<file path="config.mk">
export PLATFORM = sky130hd
export DESIGN_NAME = shift_unit_seq
export DESIGN_NICKNAME = d
export VERILOG_FILES = /design/src/rtl/shift_pkg.sv /design/src/rtl/shift_stage.sv /design/src/rtl/shift_unit_seq.sv
export SDC_FILE = /design/constraint.sdc
export NUM_CORES = 1
export LEC_CHECK = 0
export CAP_MARGIN = 20
export CORE_ASPECT_RATIO = 1.5
export CORE_MARGIN = 3
export CORE_UTILIZATION = 50
export CTS_BUF_LIST = sky130_fd_sc_hd__clkbuf_16
export DETAILED_ROUTE_END_ITERATION = 6
export HOLD_SLACK_MARGIN = 0.02
export PLACE_DENSITY = 0.78
export SLEW_MARGIN = 40
export SYNTH_ARGS = -nofsm -noshare
export SYNTH_HDL_FRONTEND = slang
export SYNTH_SLANG_ARGS = --single-unit
export TNS_END_PERCENT = 5
</file>
<file path="constraint.sdc">
create_clock -name clk -period 3.2 [get_ports clk]
set_input_delay 0.64 -clock clk [delete_from_list [all_inputs] [get_ports clk]]
set_output_delay 0.64 -clock clk [all_outputs]
set_load 0.02 [all_outputs]
</file>
<file path="src/rtl/shift_pkg.sv">
// Shared types for the sequential shift unit.
// Build with SHIFT_UNIT_ROTATE_EN defined to turn op 2'b11 into rotate-right.
package shift_pkg;

    typedef enum logic [1:0] {
        SHIFT_SLL = 2'b00,
        SHIFT_SRL = 2'b01,
        SHIFT_SRA = 2'b10,
        SHIFT_ROR = 2'b11
    } shift_op_t;

    typedef enum logic [1:0] {
        S_IDLE,
        S_BUSY,
        S_DONE
    } shift_state_t;

endpackage

</file>
<file path="src/rtl/shift_stage.sv">
// One logarithmic shift stage: shifts data by 2^k_i for the given op.
// Rotate path exists only when SHIFT_UNIT_ROTATE_EN is defined.
module shift_stage
    import shift_pkg::*;
#(
    parameter  int N = 32,
    localparam int L = $clog2(N)
) (
    input  logic [N-1:0] data_i,
    input  shift_op_t    op_i,
    input  logic [L-1:0] k_i,
    output logic [N-1:0] data_o
);

    logic [L-1:0] amt;

    assign amt = L'(1) << k_i;

`ifdef SHIFT_UNIT_ROTATE_EN
    logic [2*N-1:0] rot;

    assign rot = {data_i, data_i} >> amt;
`endif

    always_comb begin
        data_o = data_i;
        unique case (op_i)
            SHIFT_SLL: data_o = data_i << amt;
            SHIFT_SRL: data_o = data_i >> amt;
            SHIFT_SRA: data_o = $unsigned($signed(data_i) >>> amt);
`ifdef SHIFT_UNIT_ROTATE_EN
            SHIFT_ROR: data_o = rot[N-1:0];
`else
            SHIFT_ROR: data_o = data_i;
`endif
            default:   data_o = data_i;
        endcase
    end

endmodule

</file>
<file path="src/rtl/shift_unit_seq.sv">
// Multi-cycle handshaked shifter: one shared stage applied for L cycles.
// Optional rotate (op 2'b11) is enabled by defining SHIFT_UNIT_ROTATE_EN.
module shift_unit_seq
    import shift_pkg::*;
#(
    parameter  int N = 32,
    localparam int L = $clog2(N)
) (
    input  logic         clk,
    input  logic         rst_n,
    input  logic         in_valid,
    output logic         in_ready,
    input  logic [N-1:0] in_data,
    input  logic [L-1:0] in_shamt,
    input  shift_op_t    in_op,
    output logic         out_valid,
    input  logic         out_ready,
    output logic [N-1:0] out_data
);

    shift_state_t state_q;
    logic [N-1:0] data_q;
    logic [N-1:0] data_d;
    logic [N-1:0] stage_data;
    logic [L-1:0] shamt_q;
    logic [L-1:0] cnt_q;
    shift_op_t    op_q;
    logic         in_ready_q;
    logic         out_valid_q;

    shift_stage #(.N(N)) u_stage (
        .data_i (data_q),
        .op_i   (op_q),
        .k_i    (cnt_q),
        .data_o (stage_data)
    );

    // shamt_q shifts right each BUSY cycle, so bit 0 is always bit k
    assign data_d = shamt_q[0] ? stage_data : data_q;

    always_ff @(posedge clk or negedge rst_n) begin
        if (!rst_n) begin
            state_q     <= S_IDLE;
            data_q      <= '0;
            shamt_q     <= '0;
            op_q        <= SHIFT_SLL;
            cnt_q       <= '0;
            in_ready_q  <= 1'b1;
            out_valid_q <= 1'b0;
        end else begin
            unique case (state_q)
                S_IDLE: begin
                    if (in_valid) begin
                        data_q     <= in_data;
                        shamt_q    <= in_shamt;
                        op_q       <= in_op;
                        cnt_q      <= '0;
                        in_ready_q <= 1'b0;
                        state_q    <= S_BUSY;
                    end
                end
                S_BUSY: begin
                    data_q  <= data_d;
                    shamt_q <= shamt_q >> 1;
                    cnt_q   <= cnt_q + L'(1);
                    if (cnt_q == L'(L - 1)) begin
                        out_valid_q <= 1'b1;
                        state_q     <= S_DONE;
                    end
                end
                S_DONE: begin
                    if (out_ready) begin
                        out_valid_q <= 1'b0;
                        in_ready_q  <= 1'b1;
                        state_q     <= S_IDLE;
                    end
                end
                default: begin
                    out_valid_q <= 1'b0;
                    in_ready_q  <= 1'b1;
                    state_q     <= S_IDLE;
                end
            endcase
        end
    end

    assign in_ready  = in_ready_q;
    assign out_valid = out_valid_q;
    assign out_data  = data_q;

endmodule

</file>
==> impl_metrics.env <==
export IMPL_grt_pass1_vias=7097
export IMPL_crit_arrival_ps=3070
export IMPL_hold_viol_final=0
export IMPL_drv_slew=0
export IMPL_synth_flop_cell="dfrtp_1"
export IMPL_synth_compound_area_frac=0.416
export IMPL_setup_viol=0
export IMPL_outcome="complete, but fails checks"
export IMPL_violations="design-rule violations"
export IMPL_grt_use_total=0.473
export IMPL_maxCapViolations=0
export IMPL_placedCellCount=972
export IMPL_vias=7505
export IMPL_crit_type="register to register"
export IMPL_hpwl_mm=20.7
export IMPL_place_port_buffers=76
export IMPL_slowest_delay_ps=570
export IMPL_diodes=0
export IMPL_worstPathRequired_ps=3380
export IMPL_synth_warnings=0
export IMPL_ant_nets=0
export IMPL_crit_fanout=35
export IMPL_fin_skew_ps=5.94
export IMPL_core_area_mm2=0.0106
export IMPL_slowest_stage="nor4_4"
export IMPL_root_buffer="clkbuf_16"
export IMPL_r2r_cells=7
export IMPL_instances_no_fill=980
export IMPL_tns_ps=0
export IMPL_n_fill_cell=1014
export IMPL_synth_top_family_by_area="compound AO/OA/AOI/OAI gates"
export IMPL_antenna_found_initial=0
export IMPL_synth_fa_ha_area_frac=0.0115
export IMPL_synth_edf_count=0
export IMPL_wl_per_cell_um=30.2
export IMPL_relSlewSlack=0.429
export IMPL_cts_tree="built"
export IMPL_syn_inst=788
export IMPL_clk_path_buf_depth=2
export IMPL_wirelength_mm=29.6
export IMPL_ys_async_sr_fraction=1.00
export IMPL_die_w_um=91.3
export IMPL_layout_nets=883
export IMPL_post_cts_buffers=0
export IMPL_grt_max_degree=46
export IMPL_fin_crit_ps=2880
export IMPL_path_common_cell="a21oi_1"
export IMPL_die_area_mm2=0.0122
export IMPL_grt_pass1_wl_mm=43.7
export IMPL_firstDrtPassIters=7
export IMPL_h_tree_depth=2
export IMPL_drive_above_1_share=0.106
export IMPL_r2r_start="cnt_q[1]"
export IMPL_critPathLaunchType="register"
export IMPL_grt_setup_unrepaired="false"
export IMPL_grt_ovfl_total=0
export IMPL_ctsResizeCount=0
export IMPL_r2r_end="out_data[3]"
export IMPL_cts_buffers=5
export IMPL_hp_class="input pin to async pin"
export IMPL_core_rowCount=46
export IMPL_synth_mux_area_frac=0.0337
export IMPL_hold_buffers=0
export IMPL_fmax_mhz=347
export IMPL_cp_cell_sequence="nor4_4 > buf_4 > nor2_1 > a221oi_2 > a222oi_1 > a21oi_1 > a21oi_1"
export IMPL_synth_seq_cells=48
export IMPL_area_delta_synth_final_pct=20.6
export IMPL_drt_iter0_drc=1326
export IMPL_vias_per_cell=7.66
export IMPL_r2r_slack_ps=320
export IMPL_yosysSeqAreaShare=0.220
export IMPL_synthSimpleGateAreaFrac=0.229
export IMPL_die_y_um=134
export IMPL_tightestPinTransition_ps=856
export IMPL_synth_xor_area_frac=0.00321
export IMPL_gpl_final_weighted_congestion=1.22
export IMPL_syn_area_mm2=0.00546
export IMPL_path_clk_slew_ps=70
export IMPL_syn_nets=836
export IMPL_min_period_over_period=0.901
export IMPL_clock_latency_ps=300
export IMPL_end_kind="register"
export IMPL_start_util=0.513
export IMPL_drcViolationCount=40
export IMPL_ys_types=84
export IMPL_postSynthAreaPerCell_um2=6.93
export IMPL_ioPinCount=77
export IMPL_cts_sinks=48
[critical path: cells and delay by family (launching register included)]
kind / cells / cell delay, ps
DFF: 1 / 560
AOI/OAI and AO/OA: 4 / 880
and+or+nand+nor: 2 / 820
buffers and inverters: 1 / 470
[routing by layer]
layer  routed length [µm]  global-route usage  part of all wire
met1                 9570               0.557              0.32
met2                12900               0.737              0.44
met3                 4060               0.125              0.14
met4                 3090               0.346              0.10
met5                    0                   0                 0
[state kept, by name, summed over array words and instances, names as in the netlist]
name	cells
out_valid	1
state_q	2
cnt_q	5
in_ready	1
shamt_q	5
op_q	2
out_data	32
[cells in the final DEF, fill, tap and decap left out, drive strengths merged, types with 5 or more instances in the layout]
cell type / n
and3: 8
nand2b: 6
nor2: 68
o211ai: 27
dfrtp: 47
inv: 19
nor4: 6
or3: 21
o31ai: 9
a311oi: 7
mux2i: 15
a211oi: 14
a31oi: 25
buf: 52
nand4: 7
o21ai: 104
nand3: 16
ha: 5
nor2b: 5
a21oi: 88
nand2: 81
o221ai: 8
a21boi: 5
a221oi: 7
nor3: 23
clkbuf: 5
clkdlybuf4s50: 75
o22ai: 16
[how the worst max path moves through the flow]
stage,cells past startpoint,slack [ps],endpoint,startpoint
finish,7,320,out_data[3],cnt_q[1]
global route,7,190,out_data[22],cnt_q[1]
CTS,7,470,out_data[22],cnt_q[1]
detailed placement,7,490,out_data[22],cnt_q[1]
global placement,8,490,out_data[13],cnt_q[1]
floorplan,7,1130,out_data[4],cnt_q[2]
[through the flow]
step	hold slack [ps]	area (µm²)	utilization	worst slack, ps
after global placement	481	6420	0.603	486
after global routing	366	6590	0.619	194
after CTS	350	6590	0.619	466
after detailed placement	540	6420	0.603	488
final	327	6590	0.619	318
after floorplan	344	5460	-	1130
[final cells by class]
type | instances | area, µm² | area share
clock buffers | 5 | 125 | 0.0190
clock inverters | 3 | 38.8 | 0.00589
inverters | 19 | 71.3 | 0.0108
multi-input cells | 634 | 3800 | 0.577
flip-flops and latches | 48 | 1200 | 0.183
well taps | 144 | 180 | 0.0273
repair buffers | 127 | 1170 | 0.177
[synthesized netlist by cell type (16+ instances only)]
cell type	n	share of area
a21oi_1	88	0.081
o21ai_0	87	0.080
nand2_1	79	0.054
nor2_1	65	0.045
clkbuf_1	48	0.033
dfrtp_1	47	0.22
buf_2	28	0.026
o211ai_1	27	0.037
a31oi_1	25	0.029
nor3_1	22	0.020
or3_1	20	0.023
inv_1	17	0.012
o21ai_1	17	0.016
nand3_1	16	0.015
[cell families after synthesis]
kind of cell,after synthesis
buffers and inverters,106
and+or+nand+nor,254
xor gates and xnor gates,2
DFF,48
adders and majority gates,5
muxes,18
AOI/OAI and AO/OA,355
Power is left out: the tool's default activity adds up to more than one toggle a clock period on the data nets, which glitch-free logic cannot reach.
